<file path="src/rtl/alu_pkg.sv">
// -----------------------------------------------------------------------------
// alu_pkg
// Shared definitions for the BETA ALU shift path. The combinational shifter,
// the ALU decoder and the iterative shifter all use these definitions.
//   SFN_*      : 2-bit shift function encodings
//   shift_st_t : iterative shifter FSM states
//   needs_shift: whether an operation has to pass through the SHIFT state
// -----------------------------------------------------------------------------
package alu_pkg;

  localparam logic [1:0] SFN_SHL = 2'b00;  // logical left
  localparam logic [1:0] SFN_SHR = 2'b01;  // logical right
  localparam logic [1:0] SFN_SRA = 2'b11;  // arithmetic right
  localparam logic [1:0] SFN_RSV = 2'b10;  // reserved: pass-through

  typedef enum logic [1:0] {
    ST_IDLE   = 2'b00,
    ST_SHIFT  = 2'b01,
    ST_FINISH = 2'b10
  } shift_st_t;

  // A zero shift amount and the reserved function both skip the SHIFT state.
  function automatic logic needs_shift(input logic zero_amt, input logic [1:0] sfn);
    needs_shift = !zero_amt && (sfn != SFN_RSV);
  endfunction

endpackage

</file>
<file path="src/rtl/shift1_step.sv">
// -----------------------------------------------------------------------------
// shift1_step
// Combinational one-bit shift of a WIDTH-bit vector.
//   din  : vector to shift
//   sfn  : function (SHL / SHR / SRA; reserved passes din through unchanged)
//   dout : din shifted by one position
// -----------------------------------------------------------------------------
module shift1_step
  import alu_pkg::*;
#(
  parameter int WIDTH = 32
) (
  input  logic [WIDTH-1:0] din,
  input  logic [1:0]       sfn,
  output logic [WIDTH-1:0] dout
);

  // Select the fill bit and direction for a single-position shift.
  always_comb begin
    dout = din;
    case (sfn)
      SFN_SHL: dout = {din[WIDTH-2:0], 1'b0};
      SFN_SHR: dout = {1'b0, din[WIDTH-1:1]};
      SFN_SRA: dout = {din[WIDTH-1], din[WIDTH-1:1]};
      default: dout = din;
    endcase
  end

endmodule

</file>
<file path="src/rtl/iter_shift.sv">
// -----------------------------------------------------------------------------
// iter_shift
// Multi-cycle, low-area SHL/SHR/SRA unit: one bit position per clock behind
// a START/DONE handshake.
//   CLK     : rising-edge clock
//   RESET_N : asynchronous active-low reset
//   START   : request, accepted in IDLE or FINISH (ignored while BUSY)
//   A       : operand to shift
//   B       : unsigned shift amount, 0..WIDTH-1
//   SFN     : 00 SHL, 01 SHR, 11 SRA, 10 reserved (pass-through)
//   BUSY    : high while shifting
//   DONE    : one-cycle pulse; Y is valid from this cycle on
//   Y       : result register, held until the next result is produced
//
// DONE and Y are registered copies of the FINISH-state outputs. They therefore
// appear one edge after FINISH is entered, which gives a latency of B+1 edges
// (1 edge for B=0 or for the reserved function). With back-to-back operations
// and B=0, Y still presents each result together with its own DONE.
// -----------------------------------------------------------------------------
module iter_shift
  import alu_pkg::*;
#(
  parameter int WIDTH   = 32,
  parameter int SHAMT_W = 5
) (
  input  logic               CLK,
  input  logic               RESET_N,
  input  logic               START,
  input  logic [WIDTH-1:0]   A,
  input  logic [SHAMT_W-1:0] B,
  input  logic [1:0]         SFN,
  output logic               BUSY,
  output logic               DONE,
  output logic [WIDTH-1:0]   Y
);

  localparam logic [SHAMT_W-1:0] CNT_ZERO = SHAMT_W'(0);
  localparam logic [SHAMT_W-1:0] CNT_ONE  = SHAMT_W'(1);

  shift_st_t          state_r, state_s;
  logic [WIDTH-1:0]   work_r, work_s;
  logic [WIDTH-1:0]   step_s;
  logic [SHAMT_W-1:0] cnt_r, cnt_s;
  logic [1:0]         sfn_r, sfn_s;
  logic               accept_s;
  logic               busy_r, done_r;
  logic [WIDTH-1:0]   y_r;

  shift1_step #(
    .WIDTH (WIDTH)
  ) u_step (
    .din  (work_r),
    .sfn  (sfn_r),
    .dout (step_s)
  );

  // A request is taken only when not shifting; START in SHIFT is dropped.
  always_comb begin
    accept_s = 1'b0;
    case (state_r)
      ST_IDLE:   accept_s = START;
      ST_FINISH: accept_s = START;
      default:   accept_s = 1'b0;
    endcase
  end

  // Next-state, counter and working-register logic.
  always_comb begin
    state_s = state_r;
    work_s  = work_r;
    cnt_s   = cnt_r;
    sfn_s   = sfn_r;
    case (state_r)
      ST_IDLE, ST_FINISH: begin
        if (accept_s) begin
          work_s = A;
          cnt_s  = B;
          sfn_s  = SFN;
          if (needs_shift(B == CNT_ZERO, SFN)) begin
            state_s = ST_SHIFT;
          end else begin
            state_s = ST_FINISH;
          end
        end else begin
          state_s = ST_IDLE;
        end
      end
      ST_SHIFT: begin
        work_s = step_s;
        cnt_s  = cnt_r - CNT_ONE;
        // The counter reaches zero with this shift.
        if (cnt_r == CNT_ONE) begin
          state_s = ST_FINISH;
        end else begin
          state_s = ST_SHIFT;
        end
      end
      default: begin
        state_s = ST_IDLE;
      end
    endcase
  end

  // State, operand and working registers.
  always_ff @(posedge CLK or negedge RESET_N) begin
    if (!RESET_N) begin
      state_r <= ST_IDLE;
      work_r  <= {WIDTH{1'b0}};
      cnt_r   <= CNT_ZERO;
      sfn_r   <= SFN_SHL;
    end else begin
      state_r <= state_s;
      work_r  <= work_s;
      cnt_r   <= cnt_s;
      sfn_r   <= sfn_s;
    end
  end

  // Registered handshake outputs and the result register.
  always_ff @(posedge CLK or negedge RESET_N) begin
    if (!RESET_N) begin
      busy_r <= 1'b0;
      done_r <= 1'b0;
      y_r    <= {WIDTH{1'b0}};
    end else begin
      busy_r <= (state_s == ST_SHIFT);
      done_r <= (state_r == ST_FINISH);
      if (state_r == ST_FINISH) begin
        y_r <= work_r;
      end else begin
        y_r <= y_r;
      end
    end
  end

  assign BUSY = busy_r;
  assign DONE = done_r;
  assign Y    = y_r;

endmodule

</file>
<file path="config.mk">
export PLATFORM = sky130hd
export DESIGN_NAME = iter_shift
export DESIGN_NICKNAME = d
export VERILOG_FILES = /design/src/rtl/alu_pkg.sv /design/src/rtl/shift1_step.sv /design/src/rtl/iter_shift.sv
export SDC_FILE = /design/constraint.sdc
export NUM_CORES = 1
export LEC_CHECK = 0
export BUFFER_PORTS_ARGS = -buffer_cell sky130_fd_sc_hd__buf_2
export CORE_ASPECT_RATIO = 1.2
export CORE_MARGIN = 4
export CORE_UTILIZATION = 50
export CTS_BUF_LIST = sky130_fd_sc_hd__clkbuf_16
export DETAILED_ROUTE_END_ITERATION = 6
export GPL_ROUTABILITY_DRIVEN = 1
export GPL_TIMING_DRIVEN = 0
export PLACE_DENSITY_LB_ADDON = 0.3
export RECOVER_POWER = 50
export SLEW_MARGIN = 20
export SYNTH_ARGS = -nofsm -noshare
export SYNTH_HDL_FRONTEND = slang
export SYNTH_SLANG_ARGS = --single-unit
export TNS_END_PERCENT = 5
</file>
<file path="constraint.sdc">
create_clock -name CLK -period 4.03 [get_ports CLK]
set_input_delay 0.806 -clock CLK [delete_from_list [all_inputs] [get_ports CLK]]
set_output_delay 0.806 -clock CLK [all_outputs]
set_load 0.02 [all_outputs]
</file>
* Word-level counts from Yosys, hierarchy flattened *
Cells that the tools add are included.

operators by class
  divide/modulo/power cells = 0
  shifts and indexed selects = 0
  bitwise logic cells = 0
  multiply operators = 0
  order comparisons = 0
  muxes and demuxes = 10
  equality and inequality tests = 11
  reductions and logical operators = 11
  add/sub/neg operators = 1

operators with widths
  operator                                             count
  one-hot mux 32 bit (3 select lines)                  1
  one-hot mux 32 bit (2 select lines)                  1
  2-to-1 mux 32 bit                                    1
  one-hot mux 5 bit (2 select lines)                   1
  equality test 2 x 1 -> 1 bit, second input constant  3
  2-to-1 mux 2 bit                                     3
  equality test 5 x 1 -> 1 bit, second input constant  1
  zero test 5 bit                                      1
  2-to-1 mux 5 bit                                     1
  subtractor 5 x 1 -> 5 bit, second input constant     1
  equality test 2 bit, second input constant           2
  zero test 2 bit                                      2
  != test 2 bit, second input constant                 2
  != test 4 x 1 -> 1 bit, second input constant        1
  one-hot mux 2 bit (2 select lines)                   1
  AND reduction 2 bit                                  2
  AND reduction 4 bit                                  1
  != test 3 x 1 -> 1 bit, second input constant        1
  AND reduction 3 bit                                  1
  != test 2 x 1 -> 1 bit, second input constant        1
  nonzero test 2 bit                                   1
  OR reduction 2 bit                                   1
  logical AND 1 bit                                    1
  zero test 1 bit                                      1
  2-to-1 mux 1 bit                                     1

storage, ports and cells
  output and inout port bits = 34
  bits in writable memories = 0
  register bits after elaboration = 75
  input port bits = 42
  word-level logic and storage cells = 41
  bits in latches = 0
  ROM bits = 0
  memories = 0

* Longest topological paths before layout *
  depth after elaboration = 7
  mapped depth = 8
  mapped depth without buffers = 5

* Modules after synthesis *
Synthesis repeated with hierarchy kept, for this count alone.

second synthesis, totals
  cells, all modules = 385
  area, all modules = 3814.9 sq um

by module, submodules not included
  module       area an instance (sq um)  sequential area each (sq um)  cells an instance  times used
  iter_shift   3113.0                    1876.8                        279                1
  shift1_step  701.9                     0.0                           106                1

* Worst setup path before layout *
No wires, ideal clock.

  path type = register to register
  from = register sfn_r[0]
  to = register work_r[1]
  required time = 3938 ps
  clock period less this slack = 2019 ps
  setup slack = 2011 ps
  cell stages (with the launch flop) = 9
  data arrival time = 1927 ps
  setup time = 92 ps
  buffers on the path = 3
  cell sequence = dfrtp_1 buf_2 buf_2 inv_1 ha_1 nor2b_1 clkbuf_1 o211ai_1 o31ai_2

between the ends
  longest elaborated chain between the ends = 3
  elaborated cells between the ends (all ways) = 7
  those cells by class = 3 x eq/ne; 2 x mux; 2 x reduce/logical

RTL lines
  element                                                                               line               source
  start: declaration                                                                    iter_shift.sv:44   logic [1:0] sfn_r, sfn_s;
  start signal: assignment                                                              iter_shift.sv:115  sfn_r <= sfn_s;
  equality test 2 bit (tied with other cells)                                           shift1_step.sv:21  case (sfn)
  one-hot mux 32 bit (3 select lines) / != test 4 x 1 -> 1 bit (equally long branches)  n/a
  one-hot mux 32 bit (2 select lines) / AND reduction 3 bit (equally long branches)     n/a
  end signal: assignment                                                                iter_shift.sv:108  work_r <= {WIDTH{1'b0}};
  end signal: assignment                                                                iter_shift.sv:113  work_r <= work_s;
  end: declaration                                                                      iter_shift.sv:41   logic [WIDTH-1:0] work_r, work_s;

Parallel ways exist; a longest one is shown, timed or not.
A chain may end at the register's enable or synchronous reset.

* Worst setup path after layout *
  from = register sfn_r[0]
  to = register work_r[6]

The elaborated chain is that of the path after synthesis.

==> out/metrics.cfg <==
[global_routing]
overflow=0
grt_use_total_pct=21.2
grt_max_degree=52
antenna_found_initial=0
grt_pass1_vias=3157
grt_pass1_wl_microns=15400

[power]
p_comb_share_pct=49.0
internal-power_mw=2.61
power_switching_mw=1.84
powerDensity_mw_per_mm2=965
seq_power_share_pct=32.3
finalPower_mw=4.45
p_clk_share_pct=18.7
netSwitchingFraction_pct=41.4
vdd_ir_drop_max_uv=551
leakagePower_nw=2.09

[layout]
utilization_pct=62.7
nNetsFinal=480
drive_gt1_share_pct=32.2
final_cell_mix=86 x buf_2, 75 x dfrtp_1, 34 x nor2_1
fin_area_sq_mm=0.00461
area_growth_pct=20.5
insertedDiodeCount=0
final_common_cell=buf_2

[routing]
wire_per_inst_microns=17.2
drcViolationCount=0
ant_nets=0
drt_iter0_markers=168
vias_per_cell=5.76
vias=3040
wl_microns=9100
dr.pass1.iters=5

[sta]
max_slew_margin_pct=13.2
period_minus_slack_ps=2750
clock-skew-final_ps=6.12
rsz0062_at_grt=false
fmax_mhz=363
holdWs_ps=495
setup_violations=0
tns_ps=0
hold_viol_final=0
slew_viol_final=0
timing.final.crit_share_pct=68.3
worst_pin_slew_ps=1300

[cts]
cts_hold_buffers=0
cts.sinks=75
numCtsBuffers=9
post_cts_buffers=0
path_clk_slew_ps=60
htreeDepth=3
cts_resized=0
clock_path_buffers=2
clock_latency_ps=340
cts_tree=built
root_buffer=clkbuf_16

[synthesis]
synthDistinctLibCells=34
yosysWarnings=0
seq_area_frac_synth_pct=49.1
synthCells=346
synth-edff-count=0
synthFlopType=dfrtp_1
async_flop_share_pct=100
synth_seq_cells=75
synth_area_sq_mm=0.00383
syn_nets=393
synth_area_per_cell_sq_um=11.1

[critical_path]
critPathBufInv=4
critical_path.endpoint_type=register
slowest_stage=dfrtp_1
cpLargestDelayFamily=buffers and inverters
cp_data_arrival_time_ps=2980
setup.worst_path.start_class=register
slowest_delay_ps=550
r2r_setup_slack_ps=1280
cp_max_fo=10
worst-endpoint-required_ps=4260
critPathKind=reg2reg
path_cells=clkbuf_1, buf_2, inv_1, ha_1, nor2b_1, clkbuf_1, o211ai_1, o31ai_1
crit_top_cell=clkbuf_1

[job]
max_cap_viol_count=0

[placed_design]
place_area_sq_mm=0.00434
hpwl_microns=6520
gp_congestion=0.826
io_buffer_count=75

[floorplanning]
io_pins=76
start_util_pct=52.0
row_count=34
die_y_microns=104
core_sq_mm=0.00736
die_w_microns=87.9
dieArea_sq_mm=0.00912

[hold_path]
hp-class=reg2reg

[run_status]
outcome=finished, final reports clean

[cell families (layout without fill, tap and decap cells)]
| logic type | count (synthesis) | in the layout | synth area share (%) |
|---|---|---|---|
| flops | 75 | 75 | 49.1 |
| compound gates | 106 | 106 | 21.5 |
| buf+inv | 41 | 133 | 5.76 |
| fa+ha+maj | 5 | 5 | 1.64 |
| mux | 38 | 38 | 11.1 |
| simple gates | 81 | 81 | 11.0 |
[layout make-up]
type	count	area (sq um)
inverters	8	30.0
repair buffers	76	379
multi-input cells	230	1730
flip-flops and latches	75	1880
clock buffers	9	225
fillers	610	2750
plain buffers	33	176
clock inverters	7	82.6
well taps	90	113
[state kept, by name (all words and copies together), names as in the netlist]
name	cells
sfn_r	2
Y	32
DONE	1
work_r	32
BUSY	1
state_r	2
cnt_r	5
[routing by layer]
layer,track usage (%),share of wire (%),vias to the layer above
li1,-,-,1458
met4,9.65,2.0,0
met2,33.2,51,74
met5,0,0,-
met1,28.2,41,1491
met3,3.97,5.3,17
[cells in the mapped netlist (all sizes together) (2+ instances only)]
library cell	number	area share, %
dfrtp	75	49
mux2	35	10
nor2	34	3.3
nor2b	31	5.1
o31ai	31	6.3
o211ai	30	5.9
a211oi	29	5.7
buf	23	4.0
clkbuf	10	0.98
inv	8	0.78
ha	5	1.6
a221o	3	0.78
mux2i	3	0.78
nand2	3	0.29
nand2b	3	0.49
o21ai	3	0.39
o22ai	3	0.65
a21oi	2	0.26
nand3	2	0.26
nor3b	2	0.39
o221a	2	0.59
[power by group through the flow]
stage / combinational (mW) / clock [mW] / sequential (mW)
after floorplan: 1.46 / 0 / 1.56
after global placement: 2.14 / 0 / 1.43
after detailed placement: 2.20 / 0 / 1.45
after CTS: 2.22 / 0.846 / 1.44
after global routing: 2.42 / 0.872 / 1.50
final: 2.18 / 0.832 / 1.44
[worst paths after layout]
kind | start | cells past startpoint | to
max | sfn_r[0] | 8 | work_r[6]
min | Y[21] | 1 | Y[21]
min reg2reg | Y[21] | 1 | Y[21]
max in group asynchronous | RESET_N | 2 | work_r[20]
max reg2reg | sfn_r[0] | 8 | work_r[6]
min in group asynchronous | RESET_N | 1 | Y[29]
[through the flow]
| stage | setup WS (ps) | instances |
|---|---|---|
| 2_1_floorplan | 2010 | 346 |
| 3_3_place_gp | 1570 | 511 |
| 3_5_place_dp | 1490 | 512 |
| 4_1_cts | 1440 | 528 |
| 5_1_grt | 856 | 528 |
| 6_report | 1280 | 528 |
Power figures use the tool's default switching activity.
